File: config.mk
export PLATFORM = sky130hd
export DESIGN_NAME = ifq_line_queue
export DESIGN_NICKNAME = d
export VERILOG_FILES = /design/src/rtl/ifq_pkg.sv /design/src/rtl/ifq_line_ram.sv /design/src/rtl/ifq_line_queue.sv
export SDC_FILE = /design/constraint.sdc
export NUM_CORES = 1
export LEC_CHECK = 0
export ABC_AREA = 1
export ABC_CLOCK_PERIOD_IN_PS = 27100
export BUFFER_PORTS_ARGS = -buffer_cell sky130_fd_sc_hd__buf_4
export CORE_AREA = 4 4 292 322
export DETAILED_ROUTE_END_ITERATION = 12
export DIE_AREA = 0 0 296 326
export PLACE_DENSITY = 0.47
export SETUP_SLACK_MARGIN = 0.05
export SYNTH_ARGS = -nofsm -noshare
export SYNTH_HDL_FRONTEND = slang
export SYNTH_HIERARCHICAL = 1
export SYNTH_SLANG_ARGS = --single-unit
File: constraint.sdc
create_clock -name clk -period 27.1 [get_ports clk]
set_input_delay 4.065 -clock clk [delete_from_list [all_inputs] [get_ports clk]]
set_output_delay 4.065 -clock clk [all_outputs]
set_load 0.005 [all_outputs]
File: src/rtl/ifq_pkg.sv
// Shared defaults and types for the instruction fetch line queue.
// Latency: n/a (declarations only).
// Backpressure: n/a.
package ifq_pkg;

    localparam int IFQ_LINE_WIDTH  = 128;
    localparam int IFQ_INSTR_WIDTH = 32;
    localparam int IFQ_DEPTH       = 4;
    localparam int IFQ_PC_WIDTH    = 32;

    // One queue entry: a whole cache line tagged with the byte PC of word 0.
    typedef struct packed {
        logic [IFQ_PC_WIDTH-1:0]   pc;
        logic [IFQ_LINE_WIDTH-1:0] line;
    } ifq_entry_t;

endpackage

File: src/rtl/ifq_line_ram.sv
// Line + PC storage for the fetch queue: one synchronous write port, one combinational read port.
// Latency: write visible on the read port the cycle after the write edge; read is same-cycle.
// Backpressure: none; the caller only writes when a slot is free (or on a redirect).
module ifq_line_ram #(
    parameter int DEPTH      = 4,
    parameter int LINE_WIDTH = 128,
    parameter int PC_WIDTH   = 32,
    localparam int AW        = $clog2(DEPTH)
) (
    input  logic                  clk,
    input  logic                  wr_en,
    input  logic [AW-1:0]         wr_addr,
    input  logic [LINE_WIDTH-1:0] wr_line,
    input  logic [PC_WIDTH-1:0]   wr_pc,
    input  logic [AW-1:0]         rd_addr,
    output logic [LINE_WIDTH-1:0] rd_line,
    output logic [PC_WIDTH-1:0]   rd_pc
);

    // Storage is deliberately not reset: the pointers decide what is valid.
    logic [PC_WIDTH+LINE_WIDTH-1:0] mem [DEPTH];

    // Capture line and its PC together into the addressed slot.
    always_ff @(posedge clk) begin
        if (wr_en) begin
            mem[wr_addr] <= {wr_pc, wr_line};
        end
    end

    assign rd_line = mem[rd_addr][LINE_WIDTH-1:0];
    assign rd_pc   = mem[rd_addr][PC_WIDTH+LINE_WIDTH-1:LINE_WIDTH];

endmodule

File: src/rtl/ifq_line_queue.sv
// Instruction fetch queue: buffers PC-tagged cache lines, hands out one instruction (and its PC) per pop.
// Latency: an accepted line is visible at the head the cycle after the write; head output is combinational from state.
// Backpressure: line_ready = !full from registered pointers; a pop freeing a slot enables a write only on the next cycle.
module ifq_line_queue
    import ifq_pkg::*;
#(
    parameter int LINE_WIDTH  = IFQ_LINE_WIDTH,
    parameter int INSTR_WIDTH = IFQ_INSTR_WIDTH,
    parameter int DEPTH       = IFQ_DEPTH,
    parameter int PC_WIDTH    = IFQ_PC_WIDTH,
    localparam int WPL        = LINE_WIDTH / INSTR_WIDTH,
    localparam int OW         = $clog2(WPL),
    localparam int AW         = $clog2(DEPTH),
    localparam int IB         = INSTR_WIDTH / 8
) (
    input  logic                   clk,
    input  logic                   rst,
    input  logic                   line_valid,
    input  logic [LINE_WIDTH-1:0]  line_data,
    input  logic [PC_WIDTH-1:0]    line_pc,
    output logic                   line_ready,
    input  logic                   flush,
    input  logic [OW-1:0]          flush_offset,
    output logic                   instr_valid,
    output logic [INSTR_WIDTH-1:0] instr,
    output logic [PC_WIDTH-1:0]    instr_pc,
    input  logic                   instr_pop,
    output logic                   full,
    output logic                   empty,
    output logic [AW:0]            count
);

    localparam logic [AW:0]   PTR_ONE  = (AW+1)'(1);
    localparam logic [OW-1:0] OFF_ONE  = OW'(1);
    localparam logic [OW-1:0] OFF_LAST = OW'(WPL - 1);

    // Pointers carry an extra wrap bit so full and empty stay distinguishable.
    logic [AW:0]   wr_ptr;
    logic [AW:0]   rd_ptr;
    logic [OW-1:0] woff;

    logic                  wr_en;
    logic [AW-1:0]         wr_addr;
    logic                  pop_en;
    logic                  last_word;
    logic [LINE_WIDTH-1:0] head_line;
    logic [PC_WIDTH-1:0]   head_pc;
    logic [INSTR_WIDTH-1:0] head_words [WPL];

    // Status comes only from registered pointers.
    assign empty       = (wr_ptr == rd_ptr);
    assign full        = (wr_ptr[AW-1:0] == rd_ptr[AW-1:0]) && (wr_ptr[AW] != rd_ptr[AW]);
    assign count       = wr_ptr - rd_ptr;
    assign line_ready  = !full;
    assign instr_valid = !empty;

    // A redirect always takes the presented line into slot 0, even when the queue was full.
    assign wr_en     = line_valid && (flush || !full);
    assign wr_addr   = flush ? '0 : wr_ptr[AW-1:0];
    assign pop_en    = instr_pop && !empty;
    assign last_word = (woff == OFF_LAST);

    ifq_line_ram #(
        .DEPTH      (DEPTH),
        .LINE_WIDTH (LINE_WIDTH),
        .PC_WIDTH   (PC_WIDTH)
    ) u_line_ram (
        .clk     (clk),
        .wr_en   (wr_en),
        .wr_addr (wr_addr),
        .wr_line (line_data),
        .wr_pc   (line_pc),
        .rd_addr (rd_ptr[AW-1:0]),
        .rd_line (head_line),
        .rd_pc   (head_pc)
    );

    // Split the head line into instruction words, word 0 in the LSBs.
    for (genvar g = 0; g < WPL; g++) begin : g_words
        assign head_words[g] = head_line[g*INSTR_WIDTH +: INSTR_WIDTH];
    end

    // Head instruction and its PC; forced to zero when nothing is queued.
    always_comb begin
        instr    = '0;
        instr_pc = '0;
        if (!empty) begin
            instr    = head_words[woff];
            instr_pc = head_pc + PC_WIDTH'(woff) * PC_WIDTH'(IB);
        end
    end

    // Pointer and offset update; a redirect overrides any write or pop that cycle.
    always_ff @(posedge clk or posedge rst) begin
        if (rst) begin
            wr_ptr <= '0;
            rd_ptr <= '0;
            woff   <= '0;
        end else if (flush) begin
            rd_ptr <= '0;
            woff   <= flush_offset;
            wr_ptr <= line_valid ? PTR_ONE : '0;
        end else begin
            if (wr_en) begin
                wr_ptr <= wr_ptr + PTR_ONE;
            end
            if (pop_en) begin
                if (last_word) begin
                    woff   <= '0;
                    rd_ptr <= rd_ptr + PTR_ONE;
                end else begin
                    woff <= woff + OFF_ONE;
                end
            end
        end
    end

endmodule

# Yosys cells after proc, flatten, opt, wreduce, memory -nomap -nowiden
# Memory sizes are Yosys's and may differ from the RTL's.
# Index checks and enable logic that the tools add are counted.
[word_totals] ff_bits=8 ram_bits=640 input_bits=167 wordCells=42 n_memories=1
[classes] n_addsub=5 order_cmp=1 n_eq_ne=4 muxes=17 bitwise_logic=1 n_reduce_logical=10
[memory_table] memory="u_line_ram.mem" words=4 word_bits=160 read_ports=1 rd_clocked_by_memory_dff=0 wr=1 line="ifq_line_ram.sv:21" source="logic [PC_WIDTH+LINE_WIDTH-1:0] mem [DEPTH];"
[op_table] cell="2-to-1 mux 32 bit" n=4
[op_table] cell="binary-select mux 32 bit (select 2 bit)" n=1
[op_table] cell="adder 32 x 4 -> 32 bit" n=1
[op_table] cell="2-to-1 mux 3 bit" n=5
[op_table] cell="2-to-1 mux 2 bit" n=4
[op_table] cell="adder 3 x 1 -> 3 bit (second input constant)" n=2
[op_table] cell="nonzero test 2 bit" n=3
[op_table] cell="== test 3 bit" n=1
[op_table] cell=">= comparator 3 bit (second input constant)" n=1
[op_table] cell="logical AND 1 bit" n=3
[op_table] cell="2-to-1 mux 1 bit" n=3
[op_table] cell="inverter 2 -> 3 bit" n=1
[op_table] cell="subtractor 3 bit" n=1
[op_table] cell="adder 2 x 1 -> 2 bit (second input constant)" n=1
[op_table] cell="== test 2 bit" n=1
[op_table] cell="== test 2 bit (second input constant)" n=1
[op_table] cell="zero test 1 bit" n=2
[op_table] cell="AND reduction 2 bit" n=1
[op_table] cell="logical OR 1 bit" n=1
[op_table] cell="!= test 1 bit" n=1

# Logic depth before layout (Yosys ltp)
# Gate-level depths: netlist of run 1.
[depth] word_depth=7 depth_mapped=17 depth_no_buf=14

# By module
# The synthesis of run 1 kept the hierarchy.
[by_module_without_submodules] mod="ifq_line_ram" n_inst=1 cells_each=2515 area_per_inst_um2=27074.7 seq_area_each_um2=19218.4
[by_module_without_submodules] mod="ifq_line_queue" n_inst=1 cells_each=554 area_per_inst_um2=2691.3 seq_area_each_um2=200.2

# Worst setup path after synthesis of run 1
# OpenSTA, ideal clock, no wires.
[synth_path] kind="input -> register" from="in flush" to="mem u_line_ram/mem[2][0] (netlist name), enable pin" setup_ns=0.877 t_arrival_ns=15.261 setup_slack_ns=10.962 path_stages=6 path_buffers=0 cell_sequence="inv_1 > nand3_1 > nand2_1 > inv_1 > inv_1 > nor3_1"
[synth_between] elab_chain_cells=4
[synth_lines] element="start: declaration" line="ifq_line_queue.sv:22" source="input logic flush,"
[synth_lines] element="logical OR 1 bit" line="ifq_line_queue.sv:58" source="assign wr_en = line_valid && (flush || !full);"
[synth_lines] element="logical AND 1 bit" line="ifq_line_queue.sv:58"
[synth_lines] element="named net wr_en" line="ifq_line_queue.sv:42" source="logic wr_en;"
[synth_lines] element="2-to-1 mux 1 bit" line="ifq_line_ram.sv:25" source="if (wr_en) begin"
[synth_lines] element="2-to-1 mux 1 bit (implied by the code)" line="ifq_line_ram.sv:26" source="mem[wr_addr] <= {wr_pc, wr_line};"
[synth_lines] element="end: declaration" line="ifq_line_ram.sv:21"
# The timed path passes the listed nets, and every way through them passes these cells.

# Worst setup path after layout of run 1
[layout_path] from="reg rd_ptr[0]" to="out instr[4]"
[layout_between] elab_chain_cells=5
[layout_lines] element="start: declaration" line="ifq_line_queue.sv:39" source="logic [AW:0] rd_ptr;"
[layout_lines] element="start signal: assignment" line="ifq_line_queue.sv:110" source="rd_ptr <= rd_ptr + PTR_ONE;"
[layout_lines] element="memory read (4 x 160 bit)"
[layout_lines] element="named net head_line[68]" line="ifq_line_queue.sv:46" source="logic [LINE_WIDTH-1:0] head_line;"
[layout_lines] element="binary-select mux 32 bit (select 2 bit)" line="ifq_line_queue.sv:88" source="instr = head_words[woff];"
[layout_lines] element="2-to-1 mux 32 bit (implied by the code) (2 in series)" line="ifq_line_queue.sv:88"
[layout_lines] element="2-to-1 mux 32 bit" line="ifq_line_queue.sv:87" source="if (!empty) begin"
[layout_lines] element="end: declaration" line="ifq_line_queue.sv:25" source="output logic [INSTR_WIDTH-1:0] instr,"
# The timed path passes the listed nets, and every way through them passes these cells. The select of a mux whose other input is x is not followed.

==> metrics.md, run 1 <==
| Metric | Value |
|---|---|
| Status | finished, final reports clean |
| First-pass DRT Iterations | 5 |
| Hold Path Depth | 2 |
| CP max stage cell | dfrtp_4 |
| Bufs on Longest Clock Path | 3 |
| Vias in the first global route | 19,500 |
| Post-synth cell types | 29 |
| Via count | 20,000 |
| Sw Ratio | 35.1% |
| Post-DR vias/cell | 4.43 |
| Worst reg2reg setup slack | 22,090 ps |
| Number of port buffers | 237 |
| Worst Hold Path EP | rd_ptr[2] |
| Async SR Flop Fraction | 1.23% |
| Final Setup Violations | 0 |
| CTS tree | built |
| Final instance area | 34,600 um2 |
| GRT overflow | 0 |
| Htree depth | 3 |
| Total negative slack | 0 ps |
| Worst setup path startpoint | rd_ptr[0] |
| Max-slew violation count | 0 |
| Ys Warns | 6 |
| Max VDD drop | 0.0679 mV |
| Initial core utilization | 32.8% |
| Top Ports | 238 |
| Comb power frac | 31.6% |
| Cell Area, Placed | 32,400 um2 |
| Crit Path Category | reg2out |
| Largest net degree at the start of global routing | 174 |
| Net Count, Synth | 3,245 |
| Root Driver | clkbuf_16 |
| Die Y | 326 um |
| GR Util All Layers | 17.0% |
| CTS Buf Count | 76 |
| Clk pin slew, worst setup/hold paths | 60 ps |
| Die area | 96,500 um2 |
| Layout cells sized above 1 | 11.8% |
| WP data arrival | 4290 ps |
| Synth Flop Type | edfxtp_1 |
| Worst skew pair latency | 600 ps |
| Sink Count | 648 |
| Post-synth top cells | nand2_1 (898), inv_1 (684), edfxtp_1 (640) |
| Post-synth EDFFs | 640 |
| Register share of total power | 38.2% |
| Sequential element share of the synthesized area | 65.2% |
| Fill cells | 9,093 |
| Synthesized cell area | 29,800 um2 |
| 1st-iter DRT viols | 1,088 |
| RSZ-0062 raised after global routing | false |
| Wire per inst | 18.3 um |
| Antenna violations before repair | 18 |
| Synth top area cells | edfxtp_1 (65%), nand2_1 (11%), inv_1 (8.6%) |
| Crit path time final | 8350 ps |
| Reg2reg path depth | 11 |
| DRC Markers | 0 |
| Post-synth top area share | 64.6% |
| Met3 wire len | 5470 um |
| Tcrit/Tclk final | 30.8% |
| Post-DP HPWL | 48,200 um |
| Clock Skew | 17.5 ps |
| First-pass GRT wire length | 123,000 um |
| Relative slew margins | 28.1% |
| Min-delay src | rd_ptr[2] |
| Fmax | 120 MHz |
| Power Dens Cells | 89.6 nW/um2 |
| Psw | 0.00109 W |
| Die width | 296 um |
| Worst-path cell chain | clkinv_8 -> buf_12 -> nand2_1 -> nand3_1 -> nand2_1 -> nor2_1 -> nor2_1 -> o21ai_0 -> a21oi_1 -> buf_4 |
| Critical Path RT | 23,030 ps |
| Wl on met1 | 36,000 um |
| Crit path max fanout | 173 |
| Yosys top cell by area | edfxtp_1 |
| Startpoint types | register |
| CTS Hold Buffers Added | 0 |
| WL final | 82,700 um |
| Fin util | 38.2% |
| Area Growth Syn to Fin | 16.3% |
| Internal | 0.00201 W |
| Slowest cell delay on critical path | 700 ps |
| Floorplan row count | 116 |
| Antenna Violating Nets Remaining | 0 |
| Hold WC Path Type | reg2reg |
| Cells after Synth | 3,069 |
| P_leak | 15.5 nW |
| Mean Syn Cell Area | 9.70 um2 |
| Crit path depth | 10 |
| Nets | 3,451 |
| Count leader, synth | nand2_1 |
| Worst slew pin tran | 1080 ps |
| Post-CTS setup buffers | 0 |
| DR top layer | met5 |
| Flop and latch count out of synthesis | 648 |
| Worst setup EP type | output port |
| RR Endpoint | u_line_ram/mem[3][140] |
| Gpl congestion | 0.813 |
| Met2 wire len | 39,900 um |
| Worst r2r src | rd_ptr[0] |
| Clock network fraction of total power | 30.2% |
| Buffer and inverter count on the worst path | 3 |
| Cts repair resizes | 0 |
| Max Cap Violations | 0 |
| Critical path's top delay family | buffers and inverters |
| Core Area | 90,700 um2 |
| Final hold vios | 0 |
## cells by family (layout without fill, tap and decap cells)
| group | after synthesis | after routing | synth area share (%) |
|---|---|---|---|
| AO/OA/AOI/OAI | 120 | 120 | 2.04 |
| adder cells (fa/ha/maj) | 9 | 9 | 0.429 |
| flip-flops | 648 | 648 | 65.2 |
| XOR/XNOR | 7 | 7 | 0.206 |
| AND/OR/NAND/NOR | 1464 | 1464 | 20.2 |
| buffers and inverters | 821 | 1077 | 11.8 |
| other | 0 | 12 | 0 |
## stage by stage
step	instances	hold slack (ps)	setup slack (ps)	total power, W
floorplan	3069	502	10960	0.00184
global placement	4377	539	19520	0.00221
detailed placement	4377	548	19520	0.00221
CTS	4505	562	18850	0.00316
global route	4505	615	18670	0.00331
finish	4517	567	18750	0.00310
## registers in the layout, summed over array words and instances, names as in the netlist
signal and flops:
rd_ptr 3, u_line_ram/mem 640, woff 2, wr_ptr 3
## layer usage
layer	track usage, %	up-vias
met5	0	-
met4	3.52	8
met3	4.50	95
met2	28.8	420
met1	22.0	9438
li1	-	10000
## placed cells by master (no fill, tap or decap), types with 15 or more instances in the layout
master     synthesis  layout
nand2_1          898     898
nand3_1          337     337
edfxtp_1         640     640
clkbuf_16          0      79
clkbuf_1          11      15
a21oi_1           44      44
clkinv_1           0      19
inv_1            684     684
o21ai_0           74      74
nor2_1           193     193
buf_4             25     257
## area by class of cell
type | count | area, um2 | area share [%]
multi-input cells | 1600 | 6840 | 19.8
repair buffers | 261 | 2010 | 5.80
clock inverters | 34 | 210 | 0.607
clock buffers | 94 | 2030 | 5.87
inverters | 688 | 2600 | 7.51
diodes | 12 | 30.0 | 0.0867
flip-flops and latches | 648 | 19400 | 56.1
well taps | 1180 | 1480 | 4.26
## tightest hold or removal path, cell delays in order (launching register included)
cell and delay (ps):
dfrtp_1 410, nand2_1 70, nand2_1 50
## power groups by stage
stage | registers, W | logic [W] | clock network, W
after floorplan | 0.00121 | 0.000632 | 0
after global placement | 0.00121 | 0.00100 | 0
after detailed placement | 0.00121 | 0.00100 | 0
after CTS | 0.00119 | 0.00101 | 0.000969
after global routing | 0.00119 | 0.00110 | 0.00101
final | 0.00119 | 0.000981 | 0.000937
## how the worst max path moves through the flow
stage                            to  slack, ps
2_1_floorplan  u_line_ram/mem[2][0]      10960
3_3_place_gp               instr[4]      19520
3_5_place_dp               instr[4]      19520
4_1_cts                    instr[4]      18850
5_1_grt                    instr[4]      18670
6_report                   instr[4]      18750
(Power assumes the default switching activity.)
==> inputs of run 2 (changes only) <==
ABC_CLOCK_PERIOD_IN_PS = 8660   (was 27100)
clock period = 8.66 ns   (was 27.1 ns; I/O delays follow)
==> run 2 against run 1 <==
Net effect: critical path depth decreased by 1; sequential share of layout area shrank 0.31 points; global-route usage down 0.13 points; flip-flop and latch count did not move; sequential power grew to 3.1 times the previous value; die area unchanged; register-to-register slack worse by 18000 ps; setup slack worse by 16000 ps; cell area grew 0.56%; utilization is 0.21 points higher.
==> metrics.md, run 2 (same netlist as run 1, synthesis figures left out) <==
| Metric | Value |
|---|---|
| Status | finished, final reports clean |
| Pre-CTS WS | 3360 ps |
| WP data arrival | 4680 ps |
| Final hold vios | 0 |
| Post-CTS setup buffers | 0 |
| 1st-iter DRT viols | 1,108 |
| CTS Hold Buffers Added | 0 |
| Max-slew violation count | 0 |
| Hold WS | 558 ps |
| Most common cell after layout, fill and taps aside | nand2_1 |
| Root Driver | clkbuf_16 |
| Antenna Violating Nets Remaining | 0 |
| Top Ports | 238 |
| Max FFs per register | 640 |
| First-pass DRT Iterations | 4 |
| Antenna violations before repair | 22 |
| CTS Buf Count | 76 |
| Crit path max fanout | 66 |
| Bufs on Longest Clock Path | 3 |
| Worst slew pin tran | 1020 ps |
| Slowest cell delay on critical path | 790 ps |
| Die width | 296 um |
| Tcrit/Tclk final | 69.1% |
| Final WS setup | 2680 ps |
| DRC Markers | 0 |
| Max VDD drop | 0.238 mV |
| Gpl congestion | 0.787 |
| Floorplan row count | 116 |
| Startpoint types | register |
| Most frequent CP cell | buf_4 |
| Die Y | 326 um |
| CP max stage cell | o21ai_0 |
| Most frequent cells in the layout | nand2_1 (898), inv_1 (684), edfxtp_1 (640) |
| Largest register by flop count | u_line_ram/mem |
| Clk pin slew, worst setup/hold paths | 60 ps |
| Total negative slack | 0 ps |
| Max Cap Violations | 0 |
| Layout cells sized above 1 | 12.1% |
| Critical Path RT | 7360 ps |
| Post-DP HPWL | 49,000 um |
| First-pass GRT wire length | 122,000 um |
| Worst-path cell chain | buf_4 -> buf_4 -> buf_4 -> nand2_1 -> nand3_1 -> nand2_1 -> o21ai_0 -> a21oi_1 -> buf_4 |
| Area Growth Syn to Fin | 17.0% |
| Worst skew pair latency | 610 ps |
| Crit Path Category | reg2out |
| Final instance area | 34,800 um2 |
| Vias in the first global route | 19,300 |
| Final Setup Violations | 0 |
| CTS tree | built |
| Core Area | 90,700 um2 |
| Hold WC Path Type | reg2reg |
| WL final | 81,900 um |
| Number of port buffers | 237 |
| Worst setup EP type | output port |
| Relative slew margins | 31.0% |
| RSZ-0062 raised after global routing | false |
| Fill cells | 8,981 |
| Cts repair resizes | 0 |
| Die area | 96,500 um2 |
| Cell Area, Placed | 32,400 um2 |
| Via count | 19,900 |
| P_leak | 15.6 nW |
| Wire per inst | 18.1 um |
| Post-DR vias/cell | 4.39 |
| Fmax | 167 MHz |
| GR Util All Layers | 16.9% |
| Htree depth | 3 |
| Largest net degree at the start of global routing | 133 |
| Crit path time final | 5980 ps |
| Nets | 3,456 |
| Largest regs | u_line_ram/mem x640, rd_ptr x3, wr_ptr x3 |
| Initial core utilization | 32.8% |
| GRT overflow | 0 |
| Power Dens Cells | 284 nW/um2 |
| Clock Skew | 22.1 ps |
| Sink Count | 648 |
-- run 2: report_power, final --
group	switching (W)	internal, W	leakage, nW	total [W]
logic	0.00213	0.000966	8.49	0.00309
registers	0.0000635	0.00362	5.98	0.00369
clock network	0.00123	0.00189	1.17	0.00312
-- run 2: worst paths after layout --
path,slack [ps],startpoint,endpoint,cells after the start
worst max-delay path,2680,rd_ptr[0],instr[24],9
worst min-delay path,560,rd_ptr[2],rd_ptr[2],2
worst max register to register,4250,rd_ptr[1],u_line_ram/mem[3][10],12
min in group asynchronous,640,rst,wr_ptr[1],2
max in group asynchronous,7740,rst,rd_ptr[0],2
worst min register to register,560,rd_ptr[2],rd_ptr[2],2
-- run 2: routing by layer --
layer,vias to the layer above,share of wire [%],global-route usage [%]
li1,10000,-,-
met2,422,48,28.7
met3,121,6.8,4.60
met4,18,2.2,4.45
met5,-,0.15,0
met1,9252,43,21.3
-- run 2: worst max-delay path: cells and delay by family, from the launching register on --
family / cells / cell delay, ps
and+or+nand+nor: 3 / 290
AOI/OAI and AO/OA: 2 / 970
buffers and inverters: 4 / 2090
DFF: 1 / 630
-- run 2: per-stage QoR --
stage / utilization, % / instances / power (W)
after floorplan: - / 3069 / 0.00575
after global placement: 35.7 / 4382 / 0.00692
after detailed placement: 35.7 / 4382 / 0.00692
after CTS: 38.4 / 4514 / 0.0101
after global routing: 38.4 / 4514 / 0.0106
final: 38.4 / 4525 / 0.00990
-- run 2: area by class of cell --
type	count	area [um2]	share of cell area, %
inverter	688	2600	7.47
clock buffer	94	2030	5.84
tap	1180	1480	4.24
multi-input combinational	1600	6840	19.6
antenna	11	27.5	0.0790
timing repair buffer	266	2030	5.84
clock inverter	38	380	1.09
sequential	648	19400	55.8
==> inputs of run 3 (changes only) <==
ABC_AREA = 0   (was 1)
ABC_CLOCK_PERIOD_IN_PS = 4820   (was 8660)
CORE_AREA = 4 4 270 298   (was 4 4 292 322)
DIE_AREA = 0 0 274 302   (was 0 0 296 326)
PLACE_DENSITY = 0.49   (was 0.47)
clock period = 4.82 ns   (was 8.66 ns; I/O delays follow)
==> run 3 against run 2 <==
Net effect: utilization rose by 1.9 points; first-iteration DRC count fell by 36%; register-to-register slack got worse by 2600 ps; setup slack got worse by 2200 ps; clock-buffer cell count fell by 1.
==> metrics.md, run 3 <==
| Metric | Value |
|---|---|
| Mean Syn Cell Area | 23.1 um2 |
| Count leader, synth | edfxtp_1 |
| First-pass DRT Iterations | 6 |
| Max Cap Violations | 0 |
| Worst reg2reg setup slack | 1630 ps |
| Synthesized cell area | 25,400 um2 |
| Bufs on Longest Clock Path | 3 |
| Async SR Flop Fraction | 1.23% |
| Top Ports | 238 |
| P_leak | 10.1 nW |
| Floorplan row count | 107 |
| Antenna violations before repair | 9 |
| Placed Cells | 2,353 |
| RSZ-0062 raised after global routing | false |
| Synth Flop Type | edfxtp_1 |
| Clock Skew | 20.6 ps |
| Finished Layout Cells | 2,490 |
| Reg2reg path depth | 7 |
| Critical Path RT | 4100 ps |
| Post-synth cell types | 39 |
| Number of port buffers | 237 |
| Layout cells sized above 1 | 40.4% |
| Synth top area cells | edfxtp_1 (76%), mux4_2 (17%), and2_1 (0.91%) |
| Vias in the first global route | 13,300 |
| Max FFs per register | 640 |
| Final WS setup | 451 ps |
| Final instance area | 31,100 um2 |
| Post-synth top area share | 75.7% |
| Fmax | 229 MHz |
| Largest net degree at the start of global routing | 90 |
| Cts repair resizes | 0 |
| Die width | 274 um |
| Buffer and inverter count on the worst path | 1 |
| CP max stage cell | dfrtp_4 |
| Cells after Synth | 1,098 |
| Tcrit/Tclk final | 90.7% |
| Worst-path cell chain | mux4_2 -> ha_1 -> fa_1 -> nand4_1 -> or3_1 -> or4_1 -> a21oi_1 -> buf_4 |
| First-pass GRT wire length | 87,000 um |
| Nets | 1,569 |
| Cell Area, Placed | 28,700 um2 |
| Most frequent cells in the layout | edfxtp_1 (640), buf_4 (258), mux4_2 (192) |
| Most common cell after layout, fill and taps aside | edfxtp_1 |
| Initial core utilization | 32.9% |
| Flop and latch count out of synthesis | 648 |
| Post-CTS setup buffers | 0 |
| 1st-iter DRT viols | 709 |
| Fill cells | 6,865 |
| GRT overflow | 0 |
| CTS tree | built |
| Die area | 82,700 um2 |
| Crit path time final | 4370 ps |
| Final hold vios | 0 |
| Worst skew pair latency | 590 ps |
| Slowest cell delay on critical path | 660 ps |
| WP data arrival | 3650 ps |
| GR Util All Layers | 14.2% |
| Sequential element share of the synthesized area | 76.5% |
| Relative slew margins | 32.7% |
| Yosys top cell by area | edfxtp_1 |
| Max VDD drop | 0.227 mV |
| Post-DR vias/cell | 4.81 |
| WL final | 58,200 um |
| Max-slew violation count | 0 |
| Hold WC Path Type | in2async |
| Worst slew pin tran | 1010 ps |
| Worst setup EP type | output port |
| Ys Warns | 6 |
| Largest register by flop count | u_line_ram/mem |
| Critical path's top delay family | simple AND/OR/NAND/NOR gates |
| Crit Path Category | reg2out |
| Startpoint types | register |
| CTS Buf Count | 73 |
| CTS Hold Buffers Added | 0 |
| Sink Count | 648 |
| Status | finished, final reports clean |
| Post-DP HPWL | 34,600 um |
| DRC Markers | 0 |
| Via count | 12,000 |
| Core Area | 77,200 um2 |
| Total negative slack | 0 ps |
| Hold WS | 123 ps |
| Pre-CTS WS | 1030 ps |
| Worst setup path startpoint | rd_ptr[1] |
| Post-synth EDFFs | 640 |
| RR Endpoint | u_line_ram/mem[1][23] |
| Crit path max fanout | 22 |
| Final Setup Violations | 0 |
| Clk pin slew, worst setup/hold paths | 50 ps |
| Net Count, Synth | 1,274 |
| Die Y | 302 um |
| Power Dens Cells | 440 nW/um2 |
| Area Growth Syn to Fin | 22.5% |
| Worst r2r src | rd_ptr[0] |
| Root Driver | clkbuf_16 |
| Antenna Violating Nets Remaining | 0 |
| Htree depth | 3 |
| Post-synth top cells | edfxtp_1 (640), mux4_2 (192), and2_1 (37) |
| Wire per inst | 23.4 um |
| Largest regs | u_line_ram/mem x640, rd_ptr x3, wr_ptr x3 |
| Gpl congestion | 0.732 |
[run 3: cell count changes in the layout (fill, tap and decap cells not counted), moves of 10 or more]
cell,delta
nand2_1,-888
inv_1,-671
nand3_1,-329
mux4_2,+192
nor2_1,-171
o21ai_0,-67
and2_1,+37
a21oi_1,-30
buf_12,+13
nor2_2,-10
xnor2_1,+10
[run 3: how the worst max path moves through the flow]
stage,endpoint,slack [ps],cells after the start
detailed placement,instr[17],1030,6
finish,instr_pc[26],450,8
global route,instr[17],210,6
CTS,instr[17],360,6
floorplan,u_line_ram/mem[0][0],-720,6
global placement,instr[3],1030,6
[run 3: cell families after synthesis]
kind of cell / count (synthesis) / share of synthesized area (%)
AOI/OAI and AO/OA: 38 / 0.921
and+or+nand+nor: 119 / 2.73
DFF: 648 / 76.5
buffers and inverters: 68 / 1.50
muxes: 196 / 17.2
adders and majority gates: 9 / 0.503
xor gates and xnor gates: 20 / 0.690
[run 3: stage by stage]
stage	power (W)	utilization, %
3_3_place_gp	0.00824	37.1
2_1_floorplan	0.00749	-
6_report	0.0137	40.3
5_1_grt	0.0143	40.3
4_1_cts	0.0139	40.3
3_5_place_dp	0.00826	37.1
[run 3: cell type report]
cell class | instances | area, um2 | share of cell area [%]
Clock buffer | 93 | 2020 | 6.49
Inverter | 14 | 52.6 | 0.169
Antenna cell | 6 | 15.0 | 0.0483
Timing Repair Buffer | 274 | 2260 | 7.26
Clock inverter | 38 | 412 | 1.32
Sequential cell | 648 | 19400 | 62.5
Tap cell | 1035 | 1290 | 4.16
Multi-Input combinational cell | 382 | 5630 | 18.1
[run 3: power by group]
part           internal [W]  leakage, nW  switching (W)  total (W)
clock network       0.00343         1.19        0.00217    0.00560
logic              0.000760         2.89       0.000790    0.00155
registers           0.00649         5.98      0.0000528    0.00654
[run 3: layer usage]
metal / GRT usage [%] / up-vias / routed length, um
li1: - / 5281 / -
met1: 17.9 / 6368 / 23900
met2: 24.3 / 246 / 29600
met3: 3.70 / 82 / 3350
met4: 4.29 / 2 / 1280
met5: 0 / - / 12
